File: config.mk
export PLATFORM = sky130hd
export DESIGN_NAME = fp_requant
export DESIGN_NICKNAME = d
export VERILOG_FILES = /design/src/rtl/fp_pkg.sv /design/src/rtl/fp_round_shift.sv /design/src/rtl/fp_requant.sv
export SDC_FILE = /design/constraint.sdc
export NUM_CORES = 1
export LEC_CHECK = 0
export CAP_MARGIN = 20
export CORE_UTILIZATION = 45
export DETAILED_ROUTE_END_ITERATION = 6
export PLACE_DENSITY = 0.76
export SYNTH_ARGS = -nofsm -noshare
export SYNTH_HDL_FRONTEND = slang
export SYNTH_SLANG_ARGS = --single-unit
export TNS_END_PERCENT = 100
File: constraint.sdc
create_clock -name clk -period 2 [get_ports clk]
set_input_delay 0.5 -clock clk [delete_from_list [all_inputs] [get_ports clk]]
set_output_delay 0.5 -clock clk [all_outputs]
set_load 0.01 [all_outputs]
File: src/rtl/fp_pkg.sv
// Shared fixed-point requantisation helpers: output width, saturation bounds and rounding mode.
package fp_pkg;

  typedef enum logic [0:0] {
    ROUND_HALF_UP = 1'b0
  } round_mode_e;

  function automatic int out_width(input int out_int, input int out_frac);
    return out_int + out_frac;
  endfunction

  function automatic int sat_max(input int w);
    return (1 << (w - 1)) - 1;
  endfunction

  function automatic int sat_min(input int w);
    return -(1 << (w - 1));
  endfunction

endpackage

File: src/rtl/fp_round_shift.sv
// Combinational round-to-nearest (ties toward +inf) and arithmetic right shift by SH.
// Result is one bit wider than the input so the rounding bias cannot wrap.
module fp_round_shift
  import fp_pkg::*;
#(
  parameter int          IN_W = 13,
  parameter int          SH   = 2,
  parameter round_mode_e MODE = ROUND_HALF_UP
) (
  input  logic signed [IN_W-1:0] din_i,
  output logic signed [IN_W:0]   dout_o
);

  logic signed [IN_W:0] ext;
  assign ext = {din_i[IN_W-1], din_i};

  generate
    if (SH > 0) begin : g_round
      localparam logic signed [IN_W:0] HALF = (IN_W + 1)'(1) << (SH - 1);
      logic signed [IN_W:0] biased;
      assign biased = ext + HALF;
      assign dout_o = biased >>> SH;
    end else begin : g_pass
      assign dout_o = ext;
    end
  endgenerate

endmodule

File: src/rtl/fp_requant.sv
// Two-stage round-then-saturate requantiser with per-sample clamp flags and a saturating event counter.
// Latency 2; in_ready is combinational from out_ready (no skid buffer), full throughput when unstalled.
module fp_requant
  import fp_pkg::*;
#(
  parameter int IN_INT   = 8,
  parameter int IN_FRAC  = 5,
  parameter int OUT_INT  = 4,
  parameter int OUT_FRAC = 3,
  parameter int CNT_W    = 16
) (
  input  logic                         clk,
  input  logic                         rst,
  input  logic [IN_INT+IN_FRAC-1:0]    in_data,
  input  logic                         in_valid,
  output logic                         in_ready,
  output logic [OUT_INT+OUT_FRAC-1:0]  out_data,
  output logic                         out_valid,
  input  logic                         out_ready,
  output logic                         out_ovf,
  output logic                         out_unf,
  output logic                         sat_sticky,
  output logic [CNT_W-1:0]             sat_count,
  input  logic                         sat_clr
);

  localparam int IN_W = IN_INT + IN_FRAC;
  localparam int RW   = IN_W + 1;
  localparam int W    = out_width(OUT_INT, OUT_FRAC);
  localparam int SH   = IN_FRAC - OUT_FRAC;

  localparam logic signed [RW-1:0] MAX_R = RW'(sat_max(W));
  localparam logic signed [RW-1:0] MIN_R = RW'(sat_min(W));
  localparam logic [W-1:0]         MAX_O = W'(sat_max(W));
  localparam logic [W-1:0]         MIN_O = W'(sat_min(W));

  logic signed [RW-1:0] r_d, s1_r_q;
  logic                 s1_vld_q;
  logic [W-1:0]         data_d, data_q;
  logic                 ovf_d, unf_d, ovf_q, unf_q, vld_q;
  logic                 sticky_d, sticky_q;
  logic [CNT_W-1:0]     cnt_d, cnt_q;
  logic                 s1_adv, s2_adv, clamp;

  fp_round_shift #(
    .IN_W (IN_W),
    .SH   (SH),
    .MODE (ROUND_HALF_UP)
  ) u_round (
    .din_i  ($signed(in_data)),
    .dout_o (r_d)
  );

  assign s2_adv   = !vld_q || out_ready;
  assign s1_adv   = !s1_vld_q || s2_adv;
  assign in_ready = s1_adv;

  always_comb begin
    data_d = s1_r_q[W-1:0];
    ovf_d  = 1'b0;
    unf_d  = 1'b0;
    if (s1_r_q > MAX_R) begin
      data_d = MAX_O;
      ovf_d  = 1'b1;
    end else if (s1_r_q < MIN_R) begin
      data_d = MIN_O;
      unf_d  = 1'b1;
    end
  end

  // Clamp events count only on the output handshake; a clear in the same cycle is applied first.
  always_comb begin
    clamp    = vld_q && out_ready && (ovf_q || unf_q);
    sticky_d = (sticky_q && !sat_clr) || clamp;
    cnt_d    = sat_clr ? '0 : cnt_q;
    if (clamp && (cnt_d != '1)) cnt_d = cnt_d + CNT_W'(1);
  end

  always_ff @(posedge clk) begin
    if (!rst) begin
      s1_vld_q <= 1'b0;
      s1_r_q   <= '0;
      vld_q    <= 1'b0;
      data_q   <= '0;
      ovf_q    <= 1'b0;
      unf_q    <= 1'b0;
      sticky_q <= 1'b0;
      cnt_q    <= '0;
    end else begin
      if (s1_adv) begin
        s1_vld_q <= in_valid;
        if (in_valid) s1_r_q <= r_d;
      end
      if (s2_adv) begin
        vld_q <= s1_vld_q;
        if (s1_vld_q) begin
          data_q <= data_d;
          ovf_q  <= ovf_d;
          unf_q  <= unf_d;
        end
      end
      sticky_q <= sticky_d;
      cnt_q    <= cnt_d;
    end
  end

  assign out_data   = data_q;
  assign out_valid  = vld_q;
  assign out_ovf    = ovf_q;
  assign out_unf    = unf_q;
  assign sat_sticky = sticky_q;
  assign sat_count  = cnt_q;

endmodule

==> out/summary.txt <==
FINISH
-------------------------------------------------------------------------------------
Most common cell after layout, fill and taps aside                       sky130_fd_sc_hd__clkdlybuf4s50_1
Leading cell types in the layout, fill and taps excluded                 sky130_fd_sc_hd__clkdlybuf4s50_1 (42), sky130_fd_sc_hd__dfxtp_1 (40), sky130_fd_sc_hd__nand2_1 (26), sky130_fd_sc_hd__buf_4 (26), sky130_fd_sc_hd__a21oi_1 (22)
Post-layout instance area                                                 0.00282 mm2
Net count of the finished layout                                                  335
Synthesis-to-finish area growth                                                 37.1%
Share of post-route cells with drive strength above 1                           14.3%
Utilization after layout                                                        64.4%
Final std cells w/o fill                                                          367
Ant diodes                                                                          0

PWR
-------------------------------------------------------------------------------------
Comb pwr share                                                                  13.7%
Cell Pwr Density                                                           561 mW/mm2
Sequential share of power                                                       53.7%
Pleak                                                                         1.05 nW
Internal power                                                                1.18 mW
Worst VDD drop                                                             0.000405 V
Clock share of power                                                            32.6%
Switching power of the nets                                                    408 uW
Switching share of power                                                        25.8%

PLACE
-------------------------------------------------------------------------------------
Count of port buffers added during placement                                       44
Placed insts                                                                      359
Placer's final routability congestion estimate                                  0.913
Post-placement worst setup slack                                            -0.415 ns
Half-perimeter wire length after placement                                    3830 um
Placed cell areas                                                         0.00271 mm2

STATUS
-------------------------------------------------------------------------------------
Outcome                                                                  finished clean

CRITICAL PATH
-------------------------------------------------------------------------------------
Largest fanout on the critical path                                                 4
Crit path cell chain                                                     dlygate4sd2_1, nor2b_1, ha_1, and3_1, nand4_1, or4_1, a21oi_1
Family of cells with the greatest summed delay on the critical path      simple AND/OR/NAND/NOR gates
Slowest CP cell                                                          sky130_fd_sc_hd__or4_1
Startpoint type of the worst setup path                                    input port
Slowest Stage Delay on Critical Path                                          0.43 ns
Buffer and inverter count on the worst path                                         1
Category of the most critical setup path                                 input port to flip-flop
Arrival time reported for the critical path endpoint                          2.18 ns
Critical path data required time                                              2.23 ns
Sort of element at the end of the critical path                             flip-flop

GLOBAL ROUTING
-------------------------------------------------------------------------------------
Largest net degree at the start of global routing                                  24
Overall overflow remaining after global route                                       0
GR Util All Layers                                                              22.6%
Via count of the first global-routing pass                                       1955
Antenna violations before repair                                                    0
First-pass GRT wire length                                                    8800 um

LOGIC SYNTHESIS
-------------------------------------------------------------------------------------
Prevailing post-synth register cell                                      sky130_fd_sc_hd__dfxtp_1
Share of async-settable or async-resettable flops after synthesis                  0%
Post-synthesis cell type count                                                     46
Cell Area, Synth                                                          0.00206 mm2
Cells after Synth                                                                 249
Number of flip-flops and latches in the synthesized netlist                        40
Net count after synthesis                                                         269
Sequential-to-total area share from yosys stat                                  38.9%
Number of enable flip-flop cells after synthesis                                    0
Yosys synthesis warning count                                                       0
Mean area per synthesized cell                                               8.27 um2

DIE
-------------------------------------------------------------------------------------
Width of the chip                                                             69.6 um
Die Height                                                                    69.6 um
Core box area                                                             0.00438 mm2
Total number of placement rows                                                     24
Die Area                                                                  0.00485 mm2
Count of pins on the block boundary                                                46
Initial Utilization                                                             46.9%

ROUTE
-------------------------------------------------------------------------------------
Total wire length                                                             5290 um
Starting DRT DRC Count                                                            126
DRC viols                                                                           0
Detailed-route vias per instance                                                 5.65
Post-DR wirelength/cell                                                       14.4 um
Antenna-violating nets left                                                         0
Vias                                                                             2072
Pre-Repair DR Iteration Count                                                       4

CTS
-------------------------------------------------------------------------------------
TritonCTS clock tree                                                             done
Largest buffer count on any clock path                                              2
Clock-pin slew of the registers on the worst-case setup and hold paths        0.08 ns
Insertion delay of the later-clocked pin in the worst-skew pair               0.29 ns
Number of clock buffers inserted by TritonCTS                                       5
Hold_buf cts                                                                        0
Clock Tree Root                                                          sky130_fd_sc_hd__clkbuf_8
Depth of the CTS H-tree                                                             2
Clock Sinks                                                                        40

TIMING
-------------------------------------------------------------------------------------
Layout Skew                                                                0.00714 ns
Setup WS post-layout                                                        0.0503 ns
Period utilisation layout                                                       97.5%
Count of final max-slew check failures                                              0
Fmax                                                                          513 MHz
Endpoints failing hold                                                              0
Endpoints failing setup                                                             0
RSZ-0062 raised after global routing                                            false
Post-layout minimum cycle time                                                1.95 ns
Slew of the pin with the lowest slew margin                                  0.583 ns
Accumulated negative setup slack                                                 0 ns
Slew margin rel.                                                                61.1%

JOB
-------------------------------------------------------------------------------------
Max-cap viol count                                                                  0

WORST HOLD PATH
-------------------------------------------------------------------------------------
Kind of path behind the tightest hold check                              flip-flop to flip-flop

sequential cells by signal, indices dropped and copies added (netlist names):
register,cells
out_data,7
out_ovf,1
out_unf,1
out_valid,1
s1_r_q,12
s1_vld_q,1
sat_count,16
sat_sticky,1
power groups by stage:
stage | combinational, mW | clock (mW) | sequential (mW)
6_report | 0.218 | 0.515 | 0.850
4_1_cts | 0.216 | 0.523 | 0.850
3_3_place_gp | 0.212 | 0 | 0.867
2_1_floorplan | 0.0964 | 0 | 0.871
3_5_place_dp | 0.216 | 0 | 0.868
5_1_grt | 0.242 | 0.557 | 0.855
worst min-delay path, cell delays in order, from the launching register on:
cell and delay [ns]:
sky130_fd_sc_hd__dfxtp_1 0.33, sky130_fd_sc_hd__nand2_1 0.04, sky130_fd_sc_hd__o21ai_0 0.05
per-stage QoR:
| stage | hold slack [ns] | power (mW) |
|---|---|---|
| after floorplan | 0.459 | 0.967 |
| after global placement | 0.438 | 1.08 |
| after detailed placement | 0.445 | 1.08 |
| after CTS | 0.463 | 1.59 |
| after global routing | 0.494 | 1.65 |
| final | 0.457 | 1.58 |
repair_timing:
item                                    4_1_cts  5_1_grt
pin swaps                                     1        1
hold endpoints to repair                      0        0
buffers inserted                              0        0
resized for setup                             3        3
endpoints found under the setup margin       12        3
gates cloned                                  1        0
kinds of logic (layout without fill, tap and decap cells):
kind of cell / count (synthesis) / after routing / share of synthesized area [%]
and+or+nand+nor: 103 / 104 / 27.2
AOI/OAI and AO/OA: 61 / 61 / 18.1
DFF: 40 / 40 / 38.9
buffers and inverters: 22 / 87 / 4.92
muxes: 11 / 11 / 5.35
xor gates and xnor gates: 10 / 10 / 4.26
adders and majority gates: 2 / 2 / 1.22
layer usage:
| layer | global-route usage (%) | up-vias | wire, um |
|---|---|---|---|
| li1 | - | 1044 | - |
| met1 | 28.8 | 960 | 2450 |
| met2 | 36.5 | 59 | 2540 |
| met3 | 5.09 | 9 | 224 |
| met4 | 10.2 | 0 | 77 |
| met5 | 0 | - | 0 |
cells in the mapped netlist, types with 2 or more instances:
master                      instances  area share (%)
sky130_fd_sc_hd__nand2b_1           2            0.61
sky130_fd_sc_hd__buf_2              3            0.73
sky130_fd_sc_hd__xnor2_1            5             2.1
sky130_fd_sc_hd__nand4_1           11             3.3
sky130_fd_sc_hd__inv_1              8             1.5
sky130_fd_sc_hd__and4_1             2            0.85
sky130_fd_sc_hd__and3b_1            2            0.85
sky130_fd_sc_hd__or4_1              2            0.73
sky130_fd_sc_hd__nor2_1            17             3.1
sky130_fd_sc_hd__nor3_1             3            0.73
sky130_fd_sc_hd__xor2_1             5             2.1
sky130_fd_sc_hd__buf_6              2             1.1
sky130_fd_sc_hd__nand3_1           15             3.6
sky130_fd_sc_hd__nand2_1           26             4.7
sky130_fd_sc_hd__dfxtp_1           40              39
sky130_fd_sc_hd__o211ai_1           2            0.73
sky130_fd_sc_hd__a21o_1             2            0.73
sky130_fd_sc_hd__clkbuf_1           8             1.5
sky130_fd_sc_hd__o31ai_1            2            0.73
sky130_fd_sc_hd__ha_1               2             1.2
sky130_fd_sc_hd__nor2b_1            3            0.91
sky130_fd_sc_hd__o2111ai_1          2            0.85
sky130_fd_sc_hd__or3_1              3            0.91
sky130_fd_sc_hd__a21oi_1           22             5.3
sky130_fd_sc_hd__a211oi_1           6             2.2
sky130_fd_sc_hd__and3_1             4             1.2
sky130_fd_sc_hd__mux2i_1           11             5.3
sky130_fd_sc_hd__o21ai_0           18             4.4
sky130_fd_sc_hd__and4b_1            3             1.5
sky130_fd_sc_hd__or2_2              2            0.61
layout make-up:
cell class                 instances  area (um2)
fill                             382        1560
multi-input combinational        188        1190
sequential                        40         801
timing repair buffer              71         653
clock buffer                       5        68.8
tap                               52        65.1
inverter                           9        33.8
clock inverter                     2        12.5
path summary, 6_finish.rpt:
check	cells after the start	to	start	slack [ns]
max	7	sat_count[10]	sat_clr	0.05
min	2	out_data[4]	out_data[4]	0.46
max reg2reg	6	sat_count[10]	sat_count[1]	0.14
min reg2reg	2	out_data[4]	out_data[4]	0.46
Note: power is estimated with default switching activity, not from simulation.
==> RTL edit: new RTL, config.mk and constraints unchanged <==
Change the parameter `OUT_FRAC` from 3 to 2.
--- a/src/rtl/fp_requant.sv
+++ b/src/rtl/fp_requant.sv
@@ -6,7 +6,7 @@
   parameter int IN_INT   = 8,
   parameter int IN_FRAC  = 5,
   parameter int OUT_INT  = 4,
-  parameter int OUT_FRAC = 3,
+  parameter int OUT_FRAC = 2,
   parameter int CNT_W    = 16
 ) (
   input  logic                         clk,
Interface: changed (resized out_data); port bits go from 46 to 45. The function was not compared with the original's and may differ.
==> RTL edit against the original RTL <==
Non-clock buffer count decreased by 1; hold slack improved by 0.00098 ns; sequential cell count decreased by 2; power up 16%; register-to-register slack gained 0.12 ns; area after synthesis fell by 1.6%; die area decreased by 1.6%; clock skew hardly changed; global-route usage shrank 1.3 points; wire length down 6.4%; first-iteration DRC count rose by 24%; worst setup slack better by 0.032 ns; final area grew 0.71%; largest cell class unchanged; highest routed layer unchanged.
==> RTL edit: results <==
{
  "critPathMaxStageDelay_ns": 0.42,
  "synth_nets": 253,
  "seq_area_frac_synth": 0.3758,
  "yosys.area_share.adder": 0.01236,
  "gp_congestion": 0.8798,
  "synth_compound_area_frac": 0.2108,
  "ir_drop_uv": 426.8,
  "viasPerCell": 5.550,
  "grt_pass1_vias": 1836,
  "seqPwrFrac": 0.441,
  "ctsResizeCount": 6,
  "hpwl_um": 3612,
  "fin_skew_ns": 0.006980,
  "p_clk_mw": 0.821,
  "grt_pass1_wl_um": 8280,
  "placed_area_um2": 2689,
  "fin_nets": 320,
  "synth_cell_types": 52,
  "grt_usage": 0.2135,
  "sw_frac_of_total": 0.2224,
  "port_buffers": 42,
  "yosys-mux-area-fraction": 0.05686,
  "status": "completed",
  "synthTopCellsByArea": "dfxtp_1 (38%), nand2_1 (5.2%), mux2i_1 (4.9%)",
  "grt_start_max_net_pins": 22,
  "detail_route.iter0.violations": 156,
  "p_total_mw": 1.831
}
RTL edit: cell count changes after synthesis, moves of 4 or more:
cell,unedited run,this run
and3_1,4,0
nand3_1,15,10
nand4_1,11,7
o21ai_0,18,13
RTL edit: metrics by stage:
stage	instances	setup slack, ns	hold slack [ns]
2_1_floorplan	233	0.01776	0.4590
3_3_place_gp	345	-0.3227	0.4353
3_5_place_dp	345	-0.3433	0.4423
4_1_cts	353	0.03118	0.4593
5_1_grt	353	0.01839	0.4766
6_report	353	0.08249	0.4576
RTL edit: layout make-up:
class / instances / area (um2)
Fill cell: 383 / 1483
Multi-Input combinational cell: 180 / 1212
Sequential cell: 38 / 760.7
Timing Repair Buffer: 70 / 641.9
Clock buffer: 6 / 82.58
Tap cell: 52 / 65.06
Clock inverter: 2 / 60.06
Inverter: 5 / 18.77
RTL edit: logic make-up (layout without fill, tap and decap cells):
| kind of cell | count (synthesis) | in the layout |
|---|---|---|
| simple gates | 97 | 97 |
| mux | 11 | 11 |
| flops | 38 | 38 |
| fa+ha+maj | 2 | 2 |
| xor+xnor | 9 | 9 |
| buf+inv | 15 | 83 |
| compound gates | 61 | 61 |
RTL edit: routing by layer:
layer / vias to the layer above / track usage / share of wire
li1: 973 / - / -
met1: 939 / 0.2365 / 0.42
met2: 38 / 0.3808 / 0.52
met3: 9 / 0.05848 / 0.039
met4: 0 / 0.08844 / 0.014
met5: - / 0 / 0
RTL edit: worst paths after layout:
path,end,slack [ns],startpoint,depth (start not counted)
max,in_ready,0.08,out_ready,3
min,out_data[3],0.46,out_data[3],2
max reg2reg,sat_count[8],0.26,sat_count[1],6
min reg2reg,out_data[3],0.46,out_data[3],2
RTL edit: critical path: cells and delay by family:
kind	cells	cell delay, ns
and+or+nand+nor	1	0.23
buffers and inverters	2	0.69
